### src/rtl/riscv_stream_out_buf.sv
// riscv_stream_out_buf: FWFT FIFO with a one-word skid register between the
// PicoRV32 stream bridge and the next valid/ready stage.
module riscv_stream_out_buf #(
   parameter int DEPTH    = 16,
   parameter int AWIDTH   = 4,
   parameter     RAM_TYPE = "distributed"
) (
   input  logic              clk,
   input  logic              resetn,
   input  logic              val_in,
   input  logic [31:0]       din,
   output logic              ready_downward,
   output logic              val_o,
   output logic [31:0]       dout_o,
   input  logic              ready_i,
   output logic [AWIDTH:0]   count,
   output logic              overflow
);
   localparam logic [AWIDTH:0] FULL_CNT = (AWIDTH+1)'(DEPTH);
   localparam logic [AWIDTH:0] ONE      = (AWIDTH+1)'(1);

   (* ram_style = RAM_TYPE *) logic [31:0] mem [DEPTH];

   logic [AWIDTH:0] wr_ptr_q, wr_ptr_d, rd_ptr_q, rd_ptr_d;
   logic            skid_valid_q, skid_valid_d, overflow_q, overflow_d;
   logic [31:0]     skid_data_q, skid_data_d, src_data;
   logic            full, empty, pop, push;

   assign count          = wr_ptr_q - rd_ptr_q;
   assign full           = count == FULL_CNT;
   assign empty          = wr_ptr_q == rd_ptr_q;
   assign val_o          = !empty;
   assign dout_o         = mem[rd_ptr_q[AWIDTH-1:0]];
   assign ready_downward = !full && !skid_valid_q;
   assign overflow       = overflow_q;
   assign pop            = val_o && ready_i;
   // The skid word always goes first so ordering follows val_in order.
   assign src_data       = skid_valid_q ? skid_data_q : din;
   assign push           = (skid_valid_q || val_in) && (!full || pop);

   always_comb begin
      wr_ptr_d     = push ? wr_ptr_q + ONE : wr_ptr_q;
      rd_ptr_d     = pop ? rd_ptr_q + ONE : rd_ptr_q;
      skid_valid_d = skid_valid_q ? !push : (val_in && !push);
      skid_data_d  = (!skid_valid_q && val_in && !push) ? din : skid_data_q;
      overflow_d   = overflow_q || (val_in && skid_valid_q);
   end

   always_ff @(posedge clk) begin
      if (!resetn) begin
         wr_ptr_q     <= '0;
         rd_ptr_q     <= '0;
         skid_valid_q <= 1'b0;
         overflow_q   <= 1'b0;
      end else begin
         wr_ptr_q     <= wr_ptr_d;
         rd_ptr_q     <= rd_ptr_d;
         skid_valid_q <= skid_valid_d;
         overflow_q   <= overflow_d;
      end
   end

   always_ff @(posedge clk) begin
      skid_data_q <= skid_data_d;
      if (push && resetn)
         mem[wr_ptr_q[AWIDTH-1:0]] <= src_data;
   end
endmodule
### config.mk
export PLATFORM = sky130hd
export DESIGN_NAME = riscv_stream_out_buf
export DESIGN_NICKNAME = d
export VERILOG_FILES = /design/src/rtl/riscv_stream_out_buf.sv
export SDC_FILE = /design/constraint.sdc
export NUM_CORES = 1
export LEC_CHECK = 0
export ABC_AREA = 1
export CAP_MARGIN = 40
export CELL_PAD_IN_SITES_DETAIL_PLACEMENT = 1
export CELL_PAD_IN_SITES_GLOBAL_PLACEMENT = 1
export CORE_MARGIN = 2
export CORE_UTILIZATION = 51
export DETAILED_ROUTE_END_ITERATION = 6
export PLACE_DENSITY_LB_ADDON = 0.1
export SETUP_SLACK_MARGIN = 0.02
export SKIP_LAST_GASP = 1
export SYNTH_ARGS = -nofsm -noshare
export SYNTH_HDL_FRONTEND = slang
export SYNTH_SLANG_ARGS = --single-unit
### constraint.sdc
create_clock -name clk -period 5.8 [get_ports clk]
set_clock_uncertainty 0.2 [all_clocks]
set_input_delay 1.16 -clock clk [delete_from_list [all_inputs] [get_ports clk]]
set_output_delay 1.16 -clock clk [all_outputs]
set_load 0.01 [all_outputs]
# Word level (Yosys, flattened, before mapping)
# Memory sizes are Yosys's and may differ from the RTL's. A register that Yosys moved wholly into a read port is not among the register bits.
# Cells that the tools add are included.
word_totals:
  regBits: 44
  ram_bits: 512
  in_bits: 36
  word_cells: 32
  n_memories: 1
op_classes:
  n_addsub: 3
  eq_ne: 2
  n_mux: 6
  reduce_logical: 15
mem_list:
  columns: ["name", "depth", "word_bits", "rd", "rd_ports_with_merged_regs", "wr", "line_no", "source"]
  rows:
  - ["mem", 16, 32, 1, 1, 1, "22", "(* ram_style = RAM_TYPE *) logic [31:0] mem [DEPTH];"]
ops:
  columns: ["operator", "n"]
  rows:
  - ["$mux W32", 1]
  - ["$add A5 B1 Y5 const B", 2]
  - ["$logic_and A1 B1 Y1", 8]
  - ["$mux W4", 2]
  - ["$eq A5 B5 Y1", 1]
  - ["$eq A5 B5 Y1 const B", 1]
  - ["$sub A5 B5 Y5", 1]
  - ["$logic_not A1 Y1", 4]
  - ["$logic_or A1 B1 Y1", 3]
  - ["$mux W1", 3]

# Longest topological paths before layout
# Gate-level depths: netlist (run 1).
logic_depth:
  word_depth: 8
  mapped_depth: 13

# Least setup slack after synthesis (run 1)
# No wires, ideal clock.
synth_path:
  kind: "register -> register"
  from: "register wr_ptr_q[0]"
  to: "register skid_data_q[0], enable pin"
  arrival_ns: 4.108
  slack_ns: 1.031
  path_stages_with_launch: 9
  cell_sequence: "dfxtp_1 > inv_1 > ha_1 > inv_1 > fa_1 > or2_2 > nor2_2 > nand4_4 > nor3_1"
synth_between:
  elab_chain_cells: 7
  elab_cells_between_ends: 10
synth_rtl:
  columns: ["element", "line_no", "source"]
  rows:
  - ["start, declared", "24", "logic [AWIDTH:0] wr_ptr_q, wr_ptr_d, rd_ptr_q, rd_ptr_d;"]
  - ["start signal, assigned", "56", "wr_ptr_q <= wr_ptr_d;"]
  - ["$sub A5 B5 Y5", "29", "assign count = wr_ptr_q - rd_ptr_q;"]
  - ["net count[1]", "16", "output logic [AWIDTH:0] count,"]
  - ["$eq A5 B5 Y1", "30", "assign full = count == FULL_CNT;"]
  - ["$logic_not A1 Y1", "39", "assign push = (skid_valid_q || val_in) && (!full || pop);"]
  - ["$logic_or A1 B1 Y1", "39", null]
  - ["$logic_and A1 B1 Y1", "39", null]
  - ["$logic_not A1 Y1", "45", "skid_data_d = (!skid_valid_q && val_in && !push) ? din : skid_data_q;"]
  - ["$logic_and A1 B1 Y1", "45", null]
  - ["end signal, assigned", "64", "skid_data_q <= skid_data_d;"]
  - ["end, declared", "26", "logic [31:0] skid_data_q, skid_data_d, src_data;"]
# The timed path passes the listed nets, and every way through them passes these cells.
# A chain may end at the register's enable or synchronous reset.

==> results of run 1 <==
[layout make-up]
| type | instances | area (sq um) | share of cell area |
|---|---|---|---|
| tap | 592 | 741 | 0.0287 |
| clock buffer | 81 | 1560 | 0.0603 |
| sequential | 560 | 16700 | 0.645 |
| clock inverter | 25 | 161 | 0.00624 |
| inverter | 154 | 581 | 0.0225 |
| multi-input combinational | 803 | 5040 | 0.195 |
| timing repair buffer | 113 | 1090 | 0.0423 |
[where the power goes]
part / internal (uW) / switching (uW) / leakage [uW] / total (uW)
Clock: 1950 / 1480 / 0.000831 / 3430
Sequential: 4640 / 65.4 / 0.00503 / 4700
Combinational: 992 / 1600 / 0.00284 / 2600
[cell usage in the layout (no fill, tap or decap), drive strengths merged]
master           n
xnor2            1
clkbuf          81
fa               1
nand4            2
nor3b            1
nand2          155
edfxtp         544
o21ai          166
nor3            18
o211ai         128
dfxtp           16
inv            152
or2              1
ha               9
bufinv           2
nor2             7
a31oi            1
a21oi          139
buf             38
mux2i          128
clkinvlp         1
nand3           42
xor2             4
clkdlybuf4s50   75
clkinv          24
[layer usage]
layer	wire length, um	track usage	up-vias
met3	2370	0.0323	96
li1	-	-	6131
met5	0	0	-
met1	25000	0.334	6949
met4	1560	0.0867	0
met2	28900	0.434	333
[sequential cells by signal (all words and copies together) (netlist names), named ones only]
signal and count:
mem 512, overflow 1, rd_ptr_q 5, skid_data_q 32
skid_valid_q 1, wr_ptr_q 5
[worst paths after layout]
kind / start / endpoint
max: flop / dout_o[20]
min: overflow / overflow
max reg2reg: wr_ptr_q[0] / mem[7][17]
min reg2reg: overflow / overflow
[worst max-delay path: cells and delay by family (launching register included)]
| family | cells | cell delay (ns) |
|---|---|---|
| and+or+nand+nor | 2 | 0.26 |
| DFF | 1 | 0.54 |
| muxes | 1 | 0.22 |
| AOI/OAI and AO/OA | 1 | 0.24 |
| buffers and inverters | 2 | 1.07 |
[cell families after synthesis]
family,share of synthesized area
AO/OA/AOI/OAI,0.110
adder cells (fa/ha/maj),0.00581
buffers and inverters,0.0534
XOR/XNOR,0.00192
AND/OR/NAND/NOR,0.0430
multiplexers,0.0561
flip-flops,0.729
[through the flow]
stage,instances,worst slack [ns],area [sq um],util
final,2328,1.30,25800,0.584
after floorplan,1616,1.03,22800,-
after global placement,2220,1.97,24100,0.544
after CTS,2328,1.30,25800,0.584
after global routing,2328,1.17,25800,0.584
after detailed placement,2222,1.96,24100,0.546
==> qor.csv, run 1 <==
stage;metric;value;unit
critical_path;Worst Path Required;4.44;ns
synthesis;Post-Syn Nets;1662;
timing;# setup viols final;0;
critical_path;largest fanout on the critical path;152;
global_routing;initial antenna violation count;0;
global_routing;gr usage total;0.253;
timing;Slew @ Worst Pin;0.874;ns
clocking;setup bufs post-CTS;0;
timing;RSZ-0062 raised after global routing;no;
synthesis;Synth top cells by count;edfxtp_1, inv_1, nand2_1, a21oi_1, o21ai_0;
drt;vias;13509;
pwr;total power;10700;uW
floorplanning;Site Rows;77;
pwr;leakage power;0.00871;uW
critical_path;crit path kind;reg -> out;
synthesis;Area contributors post-synth;edfxtp_1, mux2i_1, o211ai_1, a21oi_1, o21ai_0;
placed_design;port bufs;75;
critical_path;Worst setup EP type;output port;
pwr;pwr/cell area;415;nW/um^2
cells_and_area;layout filler cell count;4235;
drt;Via density;5.80;
synthesis;cell with the most instances after synthesis;edfxtp_1;
clocking;post_cts resized;0;
clocking;number of CTS-inserted buffers;57;
timing;final setup TNS;0;ns
timing;Max Fclk;0.222;GHz
clocking;CTS HTree Levels;2;
global_routing;first-pass GRT wire length;88100;um
synthesis;EDFF count, synth;544;
floorplanning;die width;216;um
cells_and_area;P&R area growth vs syn;13.2;%
clocking;TritonCTS clock tree;built;
timing;Final Max Slew Viols;0;
min_path;worst hold path class;reg -> reg;
timing;Hold Violations, Final;0;
status;status;completed;
synthesis;Avg Inst Size Synth;14.1;sq um
clocking;clock slew at reported path FFs;0.06;ns
floorplanning;Core ar.;44200;sq um
timing;worst rel slew slack;0.417;
cells_and_area;layout cells sized above 1;0.0812;
synthesis;Synth Flop Type;edfxtp_1;
synthesis;synthesized area;22800;sq um
synthesis;gate count of the mapped netlist;1616;
floorplanning;# IOs;76;
placed_design;placer's final routability congestion estimate;0.770;
clocking;hold buffers post-CTS;0;
clocking;clock root cell;clkbuf_16;
critical_path;Reg2Reg Depth;10;
global_routing;gr ovfl total;0;
timing;Tcrit/Tclk final;0.775;
cells_and_area;diodes inserted;0;
synthesis;cell taking the most area after synthesis;edfxtp_1;
critical_path;CP cell instances;buf_12, mux2i_1, o211ai_1, nand3_1, nand2_1, clkdlybuf4s50_1;
placed_design;DPL Wire Length;30100;um
flow_run;max-cap viol count;0;
drt;initial drt markers;994;
clocking;Max clock buf depth;3;
critical_path;crit-path max cell delay;0.54;ns
floorplanning;Initial Utilization;0.516;
critical_path;Worst Path Arrival;3.14;ns
floorplanning;DIE AREA;46500;sq um
drt;final wirelength;57700;um
drt;DR pass1 iterations;7;
timing;fin crit period;4.50;ns
critical_path;startpoint types;flop;
synthesis;share of synthesized registers carrying an async set or reset;0;
pwr;Peak VDD IR;0.241;mV
critical_path;r2r setup slk;2.48;ns
cells_and_area;nets;1735;
synthesis;share of the synthesized area in the top cell type;0.715;
synthesis;flops & latches, synth;560;
drt;DRT antenna net count;0;
min_path;Hold Crit Depth;2;
timing;Hold Slack;0.290;ns
clocking;Clk Latency, worst-skew pair;0.60;ns
clocking;clk sinks;560;
critical_path;Critical-path top delay cell;dfxtp_4;
synthesis;distinct cell type count after synthesis;35;
drt;DRC viols;0;
global_routing;vias in the first global route;14654;
synthesis;yosys warns;0;
synthesis;sequential fraction of the synthesis area;0.729;
global_routing;pin count of the biggest net entering global routing;153;
drt;wire per inst;24.8;um
floorplanning;die height;216;um
Note: power is estimated with default switching activity, not from simulation.
==> run 2: changes to the inputs <==
- clock period: 5.8 -> 4.2 ns (I/O delays scaled with it)
==> run 2 against run 1 <==
Net effect: clock-buffer cell count fell by 5; flip-flop and latch count did not move; non-clock buffer count up 5; global-route usage fell by 0.11 points; clock power increased by 36%; first-iteration DRC count grew 14%; final cell count is the same; design area is 0.54% higher; total power is 38% higher; worst setup slack got worse by 1.1 ns; core utilization rose by 0.32 points; sequential share of layout area fell by 0.35 points.
==> qor.csv, run 2 (same netlist as run 1, synthesis figures left out) <==
stage;metric;value;unit
status;status;completed;
placed_design;placer's final routability congestion estimate;0.748;
cells_and_area;area of the multi-input gates;5050;sq um
drt;DR pass1 iterations;6;
global_routing;first-pass GRT wire length;87600;um
global_routing;met2 Track Usage GR;0.439;
drt;final wirelength;57600;um
cells_and_area;Seq. cell area;16700;sq um
critical_path;crit path kind;reg -> out;
timing;Tcrit/Tclk final;0.963;
clocking;setup bufs post-CTS;0;
floorplanning;Site Rows;77;
timing;fin crit period;4.04;ns
timing;Max Fclk;0.247;GHz
clocking;hold buffers post-CTS;0;
timing;# setup viols final;0;
critical_path;FF-to-FF End;mem[9][14];
floorplanning;die width;216;um
critical_path;startpoint types;flop;
clocking;clk sinks;560;
pwr;Peak VDD IR;0.378;mV
clocking;Max clock buf depth;3;
placed_design;area post-placement;24300;sq um
drt;Via density;5.83;
timing;final setup TNS;0;ns
timing;RSZ-0062 raised after global routing;no;
global_routing;met3 Use GR;0.0309;
timing;Hold Violations, Final;0;
floorplanning;Initial Utilization;0.516;
critical_path;Worst Path Arrival;3.00;ns
cells_and_area;most frequent cells in the layout;edfxtp_1, nand2_1, inv_1;
clocking;CTS HTree Levels;2;
timing;Final Max Slew Viols;0;
placed_design;Placed Cells;2227;
cells_and_area;nets;1739;
floorplanning;DIE AREA;46500;sq um
global_routing;GRT Max-Usage Layer;met2;
cells_and_area;diodes inserted;0;
drt;initial drt markers;1138;
critical_path;CP Capture Point;dout_o[5];
flow_run;max-cap viol count;0;
clocking;Clk Latency, worst-skew pair;0.61;ns
floorplanning;# IOs;76;
floorplanning;Core ar.;44200;sq um
cells_and_area;design area;26000;sq um
floorplanning;die height;216;um
clocking;clock slew at reported path FFs;0.06;ns
global_routing;met1 Use GR;0.328;
cells_and_area;commonest non-fill, non-tap cell in the layout;edfxtp_1;
cells_and_area;max reg flops;512;
placed_design;port bufs;75;
cells_and_area;layout cells sized above 1;0.0824;
global_routing;vias in the first global route;14619;
timing;worst rel slew slack;0.500;
global_routing;gr ovfl total;0;
drt;vias;13567;
critical_path;largest fanout on the critical path;31;
drt;DRC viols;0;
global_routing;initial antenna violation count;0;
pwr;pwr/cell area;570;nW/um^2
timing;Hold Slack;0.287;ns
clocking;number of CTS-inserted buffers;56;
critical_path;Reg-to-Reg Start;wr_ptr_q[0];
global_routing;pin count of the biggest net entering global routing;70;
cells_and_area;P&R area growth vs syn;13.8;%
pwr;leakage power;0.00875;uW
critical_path;Reg2Reg Depth;10;
critical_path;Worst setup EP type;output port;
drt;DRT antenna net count;0;
cells_and_area;non-filler cells in the finished layout;2328;
critical_path;r2r setup slk;0.93;ns
drt;wire per inst;24.8;um
critical_path;Worst Path Required;3.16;ns
clocking;clock root cell;clkbuf_16;
clocking;post_cts resized;0;
clocking;TritonCTS clock tree;built;
min_path;worst hold path class;reg -> reg;
placed_design;DPL Wire Length;30500;um
timing;Slew @ Worst Pin;0.746;ns
global_routing;gr usage total;0.252;
cells_and_area;layout filler cell count;4178;
[run 2: cell count changes in the layout (fill, tap and decap cells not counted), sizes merged]
cell,delta
clkinvlp,-1
clkbuf,-5
inv,-1
buf,+5
clkinv,+2
[run 2: per-stage QoR]
stage / setup slack, ns / utilization / total power [uW]
final: 0.157 / 0.588 / 14800
after CTS: 0.0764 / 0.588 / 14900
after global routing: 0.0333 / 0.588 / 15500
after floorplan: -0.482 / - / 9050
after detailed placement: 0.716 / 0.550 / 10300
after global placement: 0.796 / 0.550 / 10100
[run 2: report_power, final]
part	switching, uW	total (uW)	leakage [uW]	internal (uW)
sequential	149	6550	0.00503	6400
clock	2040	4670	0.000815	2630
combinational	2180	3600	0.00290	1420
[run 2: final cells by class]
cell class,count,share of cell area
Clock inverter,25,0.00645
Tap cell,592,0.0285
Multi-Input combinational cell,803,0.194
Timing Repair Buffer,118,0.0485
Sequential cell,560,0.641
Clock buffer,76,0.0585
Inverter,154,0.0223
[run 2: worst max-delay path, stage by stage, from the launching register on]
cell and delay, ns:
dfxtp_4 0.65, inv_4 0.27, buf_4 0.34, o211ai_1 0.23, o211ai_1 0.12, nand2_1 0.19, clkdlybuf4s50_1 0.57
[run 2: how the worst min path moves through the flow]
stage	start	end	slack, ns	depth (start not counted)
6_report	overflow	overflow	0.29	2
5_1_grt	wr_ptr_q[0]	wr_ptr_q[0]	0.36	2
4_1_cts	overflow	overflow	0.29	2
3_5_place_dp	overflow	overflow	0.27	2
3_3_place_gp	overflow	overflow	0.26	2
2_1_floorplan	wr_ptr_q[3]	wr_ptr_q[3]	0.28	2
[run 2: per-layer routing]
metal	share of wire	vias up	wire length [um]
met5	0	-	0
li1	-	6145	-
met4	0.027	0	1580
met2	0.51	372	29100
met1	0.42	6946	24300
met3	0.045	104	2610
==> run 3: changes to the inputs <==
- CORE_MARGIN: 2 -> 3
- SLEW_MARGIN: unset -> 20
- clock period: 4.2 -> 4.49 ns (I/O delays scaled with it)
==> run 3 against run 2 <==
Net effect: design area rose by 0.41%; register-to-register slack gained 0.25 ns; clock-buffer cell count shrank 12; core utilization grew 1.0 points; final cell count grew 0.26%; combinational power down 4%; clock power decreased by 4%; wire length rose by 2.8%; sequential share of layout area fell by 0.26 points; largest cell class unchanged; highest routed layer unchanged; hold slack worse by 0.0047 ns; flip-flop and latch count unchanged; sequential power down 7.2%.
==> qor.csv, run 3 (same netlist as run 1, synthesis figures left out) <==
stage;metric;value;unit
clocking;setup bufs post-CTS;0;
pwr;logic gate share of total power;0.245;
drt;DR pass1 iterations;5;
placed_design;DPL Wire Length;31300;um
clocking;post_cts resized;0;
timing;worst rel slew slack;0.474;
critical_path;largest fanout on the critical path;5;
pwr;Peak VDD IR;0.376;mV
clocking;hold buffers post-CTS;0;
critical_path;startpoint types;flop;
cells_and_area;most frequent cells in the layout;edfxtp_1, nand2_1, inv_1;
placed_design;Placed Cells;2230;
clocking;Max clock buf depth;3;
min_path;worst hold path class;reg -> reg;
pwr;pwr/cell area;537;nW/um^2
global_routing;vias in the first global route;14824;
global_routing;first-pass GRT wire length;89800;um
placed_design;area post-placement;24300;sq um
global_routing;pin count of the biggest net entering global routing;129;
pwr;Net Switching;4150;uW
placed_design;port bufs;75;
cells_and_area;layout filler cell count;4151;
cells_and_area;non-filler cells in the finished layout;2334;
placed_design;pre-CTS setup slack;1.01;ns
pwr;switching share of power;0.296;
floorplanning;die height;218;um
cells_and_area;max reg flops;512;
placed_design;placer's final routability congestion estimate;0.750;
timing;Slew @ Worst Pin;0.788;ns
timing;Max Fclk;0.243;GHz
drt;initial drt markers;1181;
drt;final wirelength;59200;um
timing;# setup viols final;0;
timing;fin crit period;4.11;ns
clocking;clk sinks;560;
floorplanning;die width;218;um
floorplanning;Core ar.;43600;sq um
drt;DRC viols;0;
timing;RSZ-0062 raised after global routing;no;
drt;vias;13800;
global_routing;initial antenna violation count;0;
drt;wire per inst;25.4;um
global_routing;gr ovfl total;0;
flow_run;max-cap viol count;0;
status;status;completed;
clocking;number of CTS-inserted buffers;56;
cells_and_area;commonest non-fill, non-tap cell in the layout;edfxtp_1;
timing;Final Max Slew Viols;0;
critical_path;Worst Path Required;3.39;ns
pwr;Reg power frac;0.434;
critical_path;Worst Path Arrival;3.01;ns
timing;Tcrit/Tclk final;0.916;
floorplanning;Initial Utilization;0.523;
cells_and_area;diodes inserted;0;
timing;Hold Violations, Final;0;
drt;Via density;5.91;
floorplanning;Site Rows;76;
cells_and_area;design area;26100;sq um
floorplanning;DIE AREA;47300;sq um
timing;worst setup margin;0.379;ns
critical_path;Worst setup EP type;output port;
pwr;total power;14000;uW
drt;DRT antenna net count;0;
pwr;Clk network pwr share;0.321;
floorplanning;# IOs;76;
critical_path;crit path kind;reg -> out;
clocking;TritonCTS clock tree;built;
cells_and_area;P&R area growth vs syn;14.3;%
clocking;clock root cell;clkbuf_16;
global_routing;gr usage total;0.255;
critical_path;r2r setup slk;1.18;ns
cells_and_area;layout cells sized above 1;0.0966;
clocking;Clk Latency, worst-skew pair;0.61;ns
pwr;Int Power;9870;uW
pwr;leakage power;0.00884;uW
clocking;CTS HTree Levels;2;
cells_and_area;nets;1749;
timing;final setup TNS;0;ns
clocking;clock slew at reported path FFs;0.06;ns
[run 3: changes by cell type in the layout (fill, tap and decap cells not counted), moves of 2 or more]
cell,before,now
clkinv_1,21,19
clkbuf_1,18,7
buf_12,15,11
buf_4,28,40
clkinv_2,3,14
bufinv_16,2,4
inv_6,0,2
clkinvlp_4,0,4
[run 3: metal layers]
metal | global-route usage | part of all wire | vias to the layer above
met2 | 0.429 | 0.49 | 412
met4 | 0.0698 | 0.026 | 0
met1 | 0.348 | 0.43 | 7135
met5 | 0 | 0 | -
li1 | - | - | 6153
met3 | 0.0398 | 0.056 | 100
[run 3: worst paths after layout]
path                          to  cells after the start         from
setup / recovery  ready_downward                      8  wr_ptr_q[0]
hold / removal          overflow                      2     overflow
setup reg to reg      mem[2][12]                     10  wr_ptr_q[0]
hold reg to reg         overflow                      2     overflow
[run 3: metrics by stage]
| step | util | hold WS [ns] |
|---|---|---|
| after floorplan | - | 0.282 |
| after global placement | 0.557 | 0.258 |
| after CTS | 0.598 | 0.290 |
| final | 0.598 | 0.282 |
| after detailed placement | 0.558 | 0.262 |
| after global routing | 0.598 | 0.343 |
[run 3: area by class of cell]
cell class	instances	area [sq um]	share of cell area
clock inverters	40	298	0.0114
clock buffers	64	1450	0.0557
well taps	585	732	0.0281
flip-flops and latches	560	16700	0.639
inverters	154	581	0.0222
repair buffers	128	1310	0.0503
multi-input cells	803	5050	0.193
[run 3: critical path, cell delays in order, from the launching register on]
cell and delay, ns:
dfxtp_1 0.42, inv_1 0.13, ha_1 0.22, inv_1 0.09, fa_1 0.45, or2_2 0.32, nor2_2 0.18, a31oi_1 0.10
clkdlybuf4s50_1 0.51
[run 3: power groups by stage]
stage	clock network (uW)	logic, uW	registers [uW]
floorplan	0	2340	6130
global placement	0	3320	6180
detailed placement	0	3440	6190
CTS	4590	3480	6080
global route	4810	3770	6090
finish	4500	3440	6080
